## src/rtl/fifo_uart_tx_drain.sv

```systemverilog
// -----------------------------------------------------------------------------
// fifo_uart_tx_drain
//   Read-side consumer of an async FIFO, running in the UART TX clock domain.
//   It pops one word whenever the FIFO is non-empty and transmission is
//   enabled, then serialises it as start / data (LSB first) / optional parity /
//   stop. It sends one bit per i_CLK cycle. Frames run back-to-back while
//   words remain, because the next pop is taken during the stop-bit cycle.
//
// Ports
//   i_CLK           UART TX clock (same clock as the FIFO read side)
//   i_RST           asynchronous active-high reset
//   i_FIFO_EMPTY    FIFO empty flag (read domain)
//   i_FIFO_RD_DATA  FIFO head word, valid while i_FIFO_EMPTY = 0
//   o_FIFO_R_INC    pop strobe, high for exactly the pop cycle
//   i_TX_EN         1 = allow new frames to start
//   i_PAR_EN        1 = append a parity bit (sampled at pop)
//   i_PAR_TYP       0 = even parity, 1 = odd parity (sampled at pop)
//   o_TX_OUT        serial line, idles high
//   o_BUSY          high while a frame is on the line
//   o_FRAME_DONE    high during the stop-bit cycle
// -----------------------------------------------------------------------------
module fifo_uart_tx_drain #(
  parameter int DATA_WIDTH = 8,
  parameter int CNT_WIDTH  = 3
) (
  input  logic                  i_CLK,
  input  logic                  i_RST,
  input  logic                  i_FIFO_EMPTY,
  input  logic [DATA_WIDTH-1:0] i_FIFO_RD_DATA,
  output logic                  o_FIFO_R_INC,
  input  logic                  i_TX_EN,
  input  logic                  i_PAR_EN,
  input  logic                  i_PAR_TYP,
  output logic                  o_TX_OUT,
  output logic                  o_BUSY,
  output logic                  o_FRAME_DONE
);

  typedef enum logic [2:0] {
    IDLE   = 3'd0,
    START  = 3'd1,
    DATA   = 3'd2,
    PARITY = 3'd3,
    STOP   = 3'd4
  } state_t;

  localparam logic [CNT_WIDTH-1:0] LAST_BIT = CNT_WIDTH'(DATA_WIDTH - 1);

  // Parity of a word; odd_typ inverts it so the frame carries odd parity.
  function automatic logic parity_bit(input logic [DATA_WIDTH-1:0] data,
                                      input logic odd_typ);
    return (^data) ^ odd_typ;
  endfunction

  state_t                state_q,   state_d;
  logic [DATA_WIDTH-1:0] shift_q,   shift_d;
  logic [CNT_WIDTH-1:0]  bit_cnt_q, bit_cnt_d;
  logic                  par_bit_q, par_bit_d;
  logic                  par_en_q,  par_en_d;
  logic                  pop_s;
  logic                  tx_s;

  // Pop decision. It is only legal in IDLE or in the stop cycle. Gating with
  // i_RST keeps the strobe low while reset is held, so that no word is lost.
  always_comb begin
    pop_s = i_TX_EN & ~i_FIFO_EMPTY & ~i_RST &
            ((state_q == IDLE) | (state_q == STOP));
  end

  // Next-state and datapath load logic.
  always_comb begin
    state_d   = state_q;
    shift_d   = shift_q;
    bit_cnt_d = bit_cnt_q;
    par_bit_d = par_bit_q;
    par_en_d  = par_en_q;
    if (pop_s) begin
      // Frame settings are captured here and held for the whole frame.
      shift_d   = i_FIFO_RD_DATA;
      par_bit_d = parity_bit(i_FIFO_RD_DATA, i_PAR_TYP);
      par_en_d  = i_PAR_EN;
      state_d   = START;
    end else begin
      case (state_q)
        IDLE: begin
          state_d = IDLE;
        end
        START: begin
          state_d   = DATA;
          bit_cnt_d = {CNT_WIDTH{1'b0}};
        end
        DATA: begin
          if (bit_cnt_q == LAST_BIT) begin
            if (par_en_q) begin
              state_d = PARITY;
            end else begin
              state_d = STOP;
            end
          end else begin
            bit_cnt_d = bit_cnt_q + CNT_WIDTH'(1);
          end
        end
        PARITY: begin
          state_d = STOP;
        end
        STOP: begin
          // A pop here would already have been handled above.
          state_d = IDLE;
        end
        default: begin
          state_d = IDLE;
        end
      endcase
    end
  end

  // State and datapath registers with asynchronous reset.
  always_ff @(posedge i_CLK or posedge i_RST) begin
    if (i_RST) begin
      state_q   <= IDLE;
      shift_q   <= {DATA_WIDTH{1'b0}};
      bit_cnt_q <= {CNT_WIDTH{1'b0}};
      par_bit_q <= 1'b0;
      par_en_q  <= 1'b0;
    end else begin
      state_q   <= state_d;
      shift_q   <= shift_d;
      bit_cnt_q <= bit_cnt_d;
      par_bit_q <= par_bit_d;
      par_en_q  <= par_en_d;
    end
  end

  // Line decode from registered state only, with no path from the inputs.
  always_comb begin
    tx_s = 1'b1;
    case (state_q)
      IDLE:    tx_s = 1'b1;
      START:   tx_s = 1'b0;
      DATA:    tx_s = shift_q[bit_cnt_q];
      PARITY:  tx_s = par_bit_q;
      STOP:    tx_s = 1'b1;
      default: tx_s = 1'b1;
    endcase
  end

  assign o_TX_OUT     = tx_s;
  assign o_BUSY       = (state_q != IDLE);
  assign o_FRAME_DONE = (state_q == STOP);
  assign o_FIFO_R_INC = pop_s;

endmodule
```

## config.mk

```make
export PLATFORM = sky130hd
export DESIGN_NAME = fifo_uart_tx_drain
export DESIGN_NICKNAME = d
export VERILOG_FILES = /design/src/rtl/fifo_uart_tx_drain.sv
export SDC_FILE = /design/constraint.sdc
export NUM_CORES = 1
export LEC_CHECK = 0
export CAP_MARGIN = 20
export CORE_MARGIN = 2
export CORE_UTILIZATION = 37
export CTS_CLUSTER_DIAMETER = 50
export CTS_CLUSTER_SIZE = 40
export DETAILED_ROUTE_END_ITERATION = 6
export GPL_TIMING_DRIVEN = 0
export SLEW_MARGIN = 0
export SYNTH_ARGS = -nofsm -noshare
export SYNTH_HDL_FRONTEND = slang
export SYNTH_SLANG_ARGS = --single-unit
```

## constraint.sdc

```tcl
create_clock -name i_CLK -period 3.9 [get_ports i_CLK]
set_clock_uncertainty 0.05 [all_clocks]
set_input_delay 0.39 -clock i_CLK [delete_from_list [all_inputs] [get_ports i_CLK]]
set_output_delay 0.39 -clock i_CLK [all_outputs]
set_load 0.01 [all_outputs]
```

Word level (Yosys, flattened, before mapping) --
Index checks and enable logic that the tools add are counted.
Cells by class: add/subtract/negate cells 1, magnitude comparators 1, equality and inequality tests 7, multiplexer cells 9, bitwise operators 8, reduce and logical (&&, ||, !) cells 5
Operator list (count):
- $mux W3 | 4
- $pmux W3 S3 | 1
- $reduce_xor A8 Y1 | 1
- $eq A3 B2 Y1 const B | 2
- $eq A3 B3 Y1 const B | 2
- $pmux W3 S2 | 1
- $lt A3 B4 Y1 const B | 1
- $add A3 B1 Y3 const B | 1
- $and A1 B1 Y1 | 3
- $bmux W1 S3 | 1
- $eq A3 B1 Y1 const B | 1
- $logic_not A3 Y1 | 1
- $ne A3 B3 Y1 const B | 1
- $not A1 Y1 | 3
- $pmux W1 S3 | 1
- $reduce_and A3 Y1 | 1
- $reduce_bool A3 Y1 | 1
- $ne A2 B2 Y1 const B | 1
- $reduce_bool A2 Y1 | 1
- $mux W1 | 1
- $or A1 B1 Y1 | 1
- $xor A1 B1 Y1 | 1
Storage, ports and cells: flip-flop bits (word level) 16, input port bits 14, output and inout bits 4, logic and storage cells 36

Depth between registers and ports, before layout --
Gate-level depths: netlist of the first run.
depth in word-level cells 6, depth in mapped cells 6, gate-level depth less buffers 6

Worst setup path before layout of the first run --
Ideal clock, no wire load.
path type reg2out, start register bit_cnt_q[0], end output o_TX_OUT, arrival time 1.228 ns, required time 3.460 ns, setup slack 2.232 ns, cell stages (with the launch flop) 4, path through dfrtp_1 > mux4_2 > o2111ai_1 > nand3_1
Between the ends: cells in the longest elaborated chain, start to end 3
RTL lines:
- start: declaration | line 57 | logic [CNT_WIDTH-1:0] bit_cnt_q, bit_cnt_d;
- start signal: assignment | line 122 | bit_cnt_q <= {CNT_WIDTH{1'b0}};
- start signal: assignment | line 128 | bit_cnt_q <= bit_cnt_d;
- $bmux W1 S3 | line 140 | DATA: tx_s = shift_q[bit_cnt_q];
- $mux W1 (not written as such) | line 140
- $pmux W1 S3 | line 137 | case (state_q)
- end: declaration | line 34 | output logic o_TX_OUT,
No other way between the ends. The select of a mux whose other input is x is not followed.

Worst setup path in the final report of the first run --
Same ends and word-level chain as after synthesis.

==> results of run 1 <==
## power groups by stage
stage | combinational [uW] | clock [uW] | sequential, uW
after floorplan | 231 | 0 | 284
after global placement | 300 | 0 | 301
after detailed placement | 306 | 0 | 302
after CTS | 306 | 91.1 | 299
after global routing | 339 | 96.5 | 310
final | 301 | 86.1 | 298
## layer usage
metal  vias to the layer above  routed length (um)  GRT usage [%]
met4                         0                  14           6.41
met1                       290                 770           18.1
met3                         2                  52           3.43
met2                        13                 726           24.6
li1                        306                   -              -
met5                         -                   0              0
## cells in the mapped netlist, types with 2 or more instances
| master | instances |
|---|---|
| dfrtp_1 | 16 |
| mux2_2 | 10 |
| a22o_1 | 5 |
| xnor2_1 | 5 |
| nor2_1 | 4 |
| buf_2 | 3 |
| inv_1 | 3 |
| nand3_1 | 3 |
| a21oi_1 | 2 |
| ha_1 | 2 |
| mux2i_1 | 2 |
| nor3b_1 | 2 |
| o21ai_0 | 2 |
## area by class of cell
class,instances,area share (%)
plain buffers,4,2.05
well taps,28,3.19
flip-flops and latches,16,36.4
repair buffers,17,15.5
clock buffers,3,2.05
inverters,3,1.02
multi-input cells,50,39.8
## stage by stage
step,utilization (%),instances
floorplan,-,73
global placement,48.7,118
detailed placement,48.7,118
CTS,49.7,121
global route,49.7,121
finish,49.7,121
## worst max-delay path: cells and delay by family, from the launching register on
| family | cells | cell delay [ps] |
|---|---|---|
| mux | 1 | 530 |
| simple gates | 1 | 100 |
| buf+inv | 1 | 480 |
| compound gates | 1 | 210 |
| flops | 1 | 470 |
## registers in the layout (all words and copies together) (netlist names)
| signal | flops |
|---|---|
| shift_q | 8 |
| state_q | 3 |
| par_bit_q | 1 |
| par_en_q | 1 |
| bit_cnt_q | 3 |
## path summary, 6_finish.rpt
check | from | to | cells past startpoint | slack [ps]
worst min-delay path | i_RST | par_bit_q | 2 | 450
min in group i_CLK | shift_q[5] | shift_q[5] | 1 | 460
max in group asynchronous | i_RST | bit_cnt_q[1] | 2 | 2950
worst min register to register | shift_q[5] | shift_q[5] | 1 | 460
worst max register to register | bit_cnt_q[1] | bit_cnt_q[1] | 6 | 2160
worst max-delay path | bit_cnt_q[0] | o_TX_OUT | 4 | 1400
## kinds of logic after synthesis
group                    after synthesis  share of synthesized area, %
flip-flops                            16                          45.9
XOR/XNOR                               7                          8.61
buffers and inverters                  7                          3.87
adder cells (fa/ha/maj)                2                          2.87
multiplexers                          14                          19.5
AO/OA/AOI/OAI                         11                          9.33
AND/OR/NAND/NOR                       16                          9.90
==> impl_metrics.py, run 1 <==
metrics = {
    "outcome": {
        "status": "finished clean",
    },
    "logic_synthesis": {
        "synth_edf_count": 0,
        "synth_seq_cells": 16,
        "async_flop_share_pct": 100,
        "syn_avg_cell_area_um2": 11.9,
        "yosysUniqueCellTypes": 27,
        "ys_seq_area_share_pct": 45.9,
        "ys.flop_type": "dfrtp_1",
        "syn_inst": 73,
        "yosys-top-cells-area": "dfrtp_1 46%, mux2_2 13%, a22o_1 5.0%",
        "synth_top_cell_area_share_pct": 45.9,
        "mappedNetlistNets": 89,
        "synth_top_cell_by_area": "dfrtp_1",
        "syn_area_um2": 872,
        "ys_warn_count": 0,
    },
    "finish": {
        "seqCellArea_um2": 400,
        "drive_above_1_share_pct": 22.6,
        "multi_input_area_um2": 438,
        "fin_nets": 111,
        "diodes": 0,
        "areaGrowthSynthToFinish_pct": 26.1,
        "layout_commonest_cell": "clkdlybuf4s50_1",
        "n_fill_cell": 207,
        "design_area_mm2": 0.00110,
        "final_cell_mix": "17 x clkdlybuf4s50_1, 16 x dfrtp_1, 10 x mux2_2",
    },
    "route": {
        "via_count": 611,
        "wirelength_um": 1560,
        "drtIter0Drc": 2,
        "vias_per_cell": 5.05,
        "wl_per_cell_um": 12.9,
        "drc_errors": 0,
        "firstDrtPassIters": 2,
        "postRouteAntennaNets": 0,
    },
    "sta": {
        "timing_worst_slew_pin_value_ps": 624,
        "setup_tns_ps": 0,
        "hold_viol_final": 0,
        "timing.final.ws_setup_ps": 1400,
        "timing.hold.ws_ps": 452,
        "slew_violations": 0,
        "relSlewSlack_pct": 58.4,
        "rsz0062_at_grt": "no",
        "setup_viol": 0,
        "timing.final.crit_share_pct": 64.1,
        "fin_crit_ps": 2500,
        "fmax_mhz": 400,
    },
    "pwr": {
        "powerDensity_mw_per_mm2": 623,
        "leakage_uw": 0.000480,
        "pwr-share-seq_pct": 43.5,
        "ir_drop_uv": 255,
        "swShare_pct": 32.1,
        "power_frac_clock_pct": 12.6,
        "power.switching_uw": 220,
        "internal_power_uw": 465,
        "fin_total_pwr_uw": 685,
        "pwr-share-comb_pct": 43.9,
    },
    "floorplan": {
        "die_x_um": 52.6,
        "ios": 18,
        "core-area_mm2": 0.00221,
        "start_util_pct": 39.4,
        "die_h_um": 52.6,
        "dieArea_mm2": 0.00276,
        "rows": 17,
    },
    "critical_path": {
        "worstPathRequired_ps": 3460,
        "arrival_ps": 2060,
        "end_kind": "primary output",
        "cp_max_fo": 6,
        "slowest_stage": "mux4_2",
        "cpPeakStageDelay_ps": 530,
        "crit_chain": "mux4_2, o2111ai_1, nand3_1, clkdlybuf4s50_1",
        "crit_type": "register to primary output",
        "cp-start-kind": "register",
    },
    "global_route": {
        "grt_overflow_total": 0,
        "track_usage_pct": 14.8,
        "grt_pass1_wl_um": 2890,
        "grt_max_degree": 17,
        "antenna_found_initial": 0,
        "grt_pass1_vias": 650,
    },
    "cts": {
        "path_clk_slew_ps": 90,
        "clockBufferDepth": 2,
        "cts_hold_buf": 0,
        "post_cts_buffers": 0,
        "clk_latency_ps": 280,
        "cts-resized-gates": 0,
        "cts_buffers": 3,
        "cts_max_level": 1,
        "cts_tree": "built",
        "cts.sink_count": 16,
        "root_buffer": "clkbuf_4",
    },
    "place": {
        "place_area_mm2": 0.00108,
        "io_buffer_count": 17,
        "pre_cts_ws_ps": 1520,
        "gp_congestion": 0.701,
        "dp_hpwl_um": 1200,
    },
    "min_path": {
        "hold_path.class": "primary input to asynchronous set/reset pin",
    },
    "run": {
        "cap_violations": 0,
    },
}
Power figures use the tool's default switching activity.
==> run 2: changes to the inputs <==
==> constraint.sdc (replaced) <==
create_clock -name i_CLK -period 2.14 [get_ports i_CLK]
set_clock_uncertainty 0.05 [all_clocks]
set_input_delay 0.214 -clock i_CLK [delete_from_list [all_inputs] [get_ports i_CLK]]
set_output_delay 0.214 -clock i_CLK [all_outputs]
set_load 0.01 [all_outputs]
==> impl_metrics.py, run 2 (synthesis results as in run 1) <==
metrics = {
    "critical_path": {
        "cp-start-kind": "register",
        "r2r_start": "bit_cnt_q[0]",
        "r2r_end": "bit_cnt_q[1]",
        "worstPathRequired_ps": 1880,
        "end_kind": "primary output",
        "arrival_ps": 1750,
        "reg2reg_slack_ps": 310,
        "cp_max_fo": 2,
        "r2r_cells": 7,
        "crit_type": "register to primary output",
    },
    "finish": {
        "n_fill_cell": 206,
        "design_area_mm2": 0.00111,
        "reg.largest.list": "shift_q: 8 flops, bit_cnt_q: 3 flops, state_q: 3 flops",
        "fin_nets": 112,
        "drive_above_1_share_pct": 25.5,
        "diodes": 0,
        "regMostFlops": "shift_q",
        "areaGrowthSynthToFinish_pct": 27.8,
        "final_cell_mix": "15 x dfrtp_1, 15 x clkdlybuf4s50_1, 10 x mux2_2",
        "largest_register_ff_count": 8,
    },
    "route": {
        "vias_per_cell": 5.13,
        "postRouteAntennaNets": 0,
        "drtIter0Drc": 3,
        "via_count": 626,
        "wirelength_um": 1590,
        "firstDrtPassIters": 6,
        "drc_errors": 0,
        "wl_per_cell_um": 13.0,
    },
    "cts": {
        "clk_latency_ps": 280,
        "root_buffer": "clkbuf_4",
        "cts_tree": "built",
        "cts.sink_count": 16,
        "path_clk_slew_ps": 90,
        "cts_max_level": 1,
        "cts_buffers": 3,
        "clockBufferDepth": 2,
    },
    "global_route": {
        "grt_pass1_wl_um": 2930,
        "use_met3_pct": 3.43,
        "met1_usage_pct": 18.6,
        "grt_max_degree": 17,
        "busiest_layer": "met2",
        "antenna_found_initial": 0,
        "met2_usage_pct": 24.8,
        "track_usage_pct": 15.0,
        "grt_overflow_total": 0,
        "grt_pass1_vias": 654,
    },
    "sta": {
        "fmax_mhz": 496,
        "timing.final.crit_share_pct": 94.2,
        "relSlewSlack_pct": 58.8,
        "slew_violations": 0,
        "timing_worst_slew_pin_value_ps": 617,
        "setup_tns_ps": 0,
        "hold_viol_final": 0,
        "setup_viol": 0,
        "timing.hold.ws_ps": 273,
        "rsz0062_at_grt": "no",
        "fin_crit_ps": 2020,
    },
    "floorplan": {
        "core-area_mm2": 0.00221,
        "ios": 18,
        "die_x_um": 52.6,
        "start_util_pct": 39.4,
        "dieArea_mm2": 0.00276,
        "rows": 17,
        "die_h_um": 52.6,
    },
    "pwr": {
        "ir_drop_uv": 466,
        "fin_total_pwr_uw": 1260,
        "powerDensity_mw_per_mm2": 1130,
        "leakage_uw": 0.000493,
    },
    "min_path": {
        "hold_path.class": "primary input to asynchronous set/reset pin",
    },
    "run": {
        "cap_violations": 0,
    },
    "place": {
        "gp_congestion": 0.701,
        "place_area_mm2": 0.00108,
        "dp_hpwl_um": 1200,
        "io_buffer_count": 17,
    },
    "outcome": {
        "status": "finished clean",
    },
}
## run 2: cell count changes in the layout (fill, tap and decap cells not counted), sizes merged
cell           delta
buf               +1
dlygate4sd2       +2
clkdlybuf4s50     -2
## run 2: how the worst max path moves through the flow
stage / to / start / slack, ps / cells past startpoint
after CTS: o_TX_OUT / bit_cnt_q[0] / 80 / 4
after detailed placement: o_TX_OUT / bit_cnt_q[0] / 110 / 4
after floorplan: bit_cnt_q[1] / bit_cnt_q[0] / 520 / 6
after global routing: o_TX_OUT / bit_cnt_q[0] / 20 / 4
final: o_TX_OUT / bit_cnt_q[0] / 120 / 4
after global placement: o_TX_OUT / bit_cnt_q[0] / 100 / 4
## run 2: worst max-delay path: stages (launching register included)
cell and delay (ps):
dfrtp_2 390, mux4_2 500, o2111ai_1 210, nand3_1 90
dlygate4sd2_1 280
## run 2: power breakdown
part,internal (uW),switching [uW]
clock,65.3,91.1
sequential,438,101
combinational,351,216
total,855,408
## run 2: final cells by class
type | instances | area, um2 | area share, %
plain buffers | 4 | 26.3 | 2.36
multi-input cells | 50 | 443 | 39.7
flip-flops and latches | 16 | 402 | 36.0
clock buffers | 3 | 22.5 | 2.02
repair buffers | 18 | 175 | 15.7
inverters | 3 | 11.3 | 1.01
well taps | 28 | 35.0 | 3.14
## run 2: metal layers
| layer | vias up | routed length [um] |
|---|---|---|
| li1 | 306 | - |
| met1 | 303 | 775 |
| met2 | 13 | 738 |
| met3 | 4 | 49 |
| met4 | 0 | 26 |
| met5 | - | 0 |
## run 2: stage by stage
stage	utilization, %	std cells	setup slack [ps]
after global routing	50.4	122	15.6
after floorplan	-	73	518
after detailed placement	48.7	118	113
after CTS	50.4	122	85.0
final	50.4	122	124
after global placement	48.7	118	98.7
## run 2: repair_timing
| item | 4_1_cts | 5_1_grt |
|---|---|---|
| gates resized for setup | 5 | 0 |
| hold buffers | 0 | 0 |
| setup endpoints to repair | 2 | 0 |
| buffers inserted | 1 | 0 |
==> run 3: changes to the inputs <==
--- a/config.mk
+++ b/config.mk
@@ -7,11 +7,12 @@
 export LEC_CHECK = 0
 export CAP_MARGIN = 20
 export CORE_MARGIN = 2
-export CORE_UTILIZATION = 37
+export CORE_UTILIZATION = 44
 export CTS_CLUSTER_DIAMETER = 50
 export CTS_CLUSTER_SIZE = 40
 export DETAILED_ROUTE_END_ITERATION = 6
 export GPL_TIMING_DRIVEN = 0
+export PLACE_DENSITY = 0.73
 export SLEW_MARGIN = 0
 export SYNTH_ARGS = -nofsm -noshare
 export SYNTH_HDL_FRONTEND = slang
==> impl_metrics.py, run 3 (synthesis results as in run 1) <==
metrics = {
    "outcome": {
        "status": "finished clean",
    },
    "critical_path": {
        "end_kind": "primary output",
        "crit_chain": "mux4_2, o2111ai_1, nand3_1, dlygate4sd2_1",
        "worstPathRequired_ps": 1880,
        "arrival_ps": 1740,
        "crit_type": "register to primary output",
        "cp_max_fo": 2,
        "cp-start-kind": "register",
        "cpPeakStageDelay_ps": 500,
        "slowest_stage": "mux4_2",
    },
    "route": {
        "via_count": 615,
        "drtIter0Drc": 7,
        "vias_per_cell": 5.08,
        "drc_errors": 0,
        "postRouteAntennaNets": 0,
        "wirelength_um": 1530,
        "firstDrtPassIters": 4,
        "wl_per_cell_um": 12.6,
    },
    "cts": {
        "path_clk_slew_ps": 90,
        "cts_max_level": 1,
        "cts_tree": "built",
        "clockBufferDepth": 2,
        "cts_buffers": 3,
        "cts.sink_count": 16,
        "clk_latency_ps": 280,
        "cts_hold_buf": 0,
        "root_buffer": "clkbuf_4",
    },
    "floorplan": {
        "core-area_mm2": 0.00192,
        "dieArea_mm2": 0.00235,
        "ios": 18,
        "start_util_pct": 45.4,
        "rows": 16,
        "die_x_um": 48.5,
        "die_h_um": 48.5,
    },
    "pwr": {
        "leakage_uw": 0.000489,
        "power_frac_clock_pct": 12.0,
        "powerDensity_mw_per_mm2": 1140,
        "power.switching_uw": 411,
        "pwr-share-seq_pct": 42.6,
        "ir_drop_uv": 596,
        "swShare_pct": 32.5,
        "pwr-share-comb_pct": 45.4,
        "internal_power_uw": 854,
    },
    "finish": {
        "reg.largest.list": "shift_q: 8 flops, bit_cnt_q: 3 flops, state_q: 3 flops",
        "diodes": 0,
        "fin_cells": 121,
        "regMostFlops": "shift_q",
        "areaGrowthSynthToFinish_pct": 27.0,
        "fin_nets": 112,
        "drive_above_1_share_pct": 25.5,
        "largest_register_ff_count": 8,
        "design_area_mm2": 0.00111,
        "final_cell_mix": "15 x dfrtp_1, 15 x clkdlybuf4s50_1, 10 x mux2_2",
    },
    "place": {
        "gp_congestion": 0.694,
        "dp_hpwl_um": 1200,
        "dp_cells": 117,
        "io_buffer_count": 17,
        "place_area_mm2": 0.00108,
    },
    "sta": {
        "fmax_mhz": 499,
        "slew_violations": 0,
        "timing_worst_slew_pin_value_ps": 610,
        "fin_crit_ps": 2000,
        "timing.final.crit_share_pct": 93.6,
        "rsz0062_at_grt": "no",
        "hold_viol_final": 0,
        "setup_viol": 0,
        "setup_tns_ps": 0,
        "relSlewSlack_pct": 59.3,
    },
    "global_route": {
        "grt_pass1_vias": 632,
        "grt_pass1_wl_um": 2820,
        "grt_max_degree": 17,
        "antenna_found_initial": 0,
        "track_usage_pct": 15.2,
        "grt_overflow_total": 0,
    },
    "run": {
        "cap_violations": 0,
    },
    "min_path": {
        "hold_path.class": "primary input to asynchronous set/reset pin",
    },
}
## run 3: metrics by stage
step                total power, uW  setup slack (ps)  util, %  hold WS [ps]
CTS                            1280               115     57.6           298
global placement               1090               128     56.0           440
floorplan                       937               518        -          77.7
finish                         1260               138     57.6           283
global route                   1370              6.21     57.6           332
detailed placement             1110               122     56.0           446
## run 3: layout make-up
class                   count  area (um2)
plain buffers               4        22.5
fillers                   174         815
repair buffers             18         175
multi-input cells          50         440
inverters                   3        11.3
well taps                  27        33.8
clock buffers               3        22.5
flip-flops and latches     16         402
## run 3: worst max-delay path: cells and delay by family (launching register included)
family                 cells  cell delay, ps
multiplexers               1             500
buffers and inverters      1             290
AO/OA/AOI/OAI              1             180
AND/OR/NAND/NOR            1             100
flip-flops                 1             400
## run 3: power by group through the flow
stage          Clock (uW)  Combinational [uW]  Sequential (uW)
2_1_floorplan           0                 420              517
3_3_place_gp            0                 543              545
3_5_place_dp            0                 563              552
4_1_cts               156                 580              540
5_1_grt               172                 640              560
6_report              152                 574              539
## run 3: metal layers
layer,GRT usage [%],wire length [um],vias up
met3,1.85,30,2
met2,24.3,755,7
met5,0,0,-
li1,-,-,302
met4,7.14,12,0
met1,20.6,730,304
## run 3: what timing repair did
action                                  4_1_cts  5_1_grt
endpoints found under the setup margin        2        0
resized for setup                             4        0
buffers inserted                              1        0
## run 3: worst paths after layout
path	startpoint	endpoint	slack [ps]	depth (start not counted)
max	bit_cnt_q[0]	o_TX_OUT	140	4
max reg2reg	bit_cnt_q[0]	bit_cnt_q[1]	280	7
min in group i_CLK	i_PAR_EN	par_en_q	450	3
max in group asynchronous	i_RST	bit_cnt_q[0]	1330	2
min	i_RST	shift_q[7]	280	2
min reg2reg	shift_q[3]	shift_q[3]	460	1
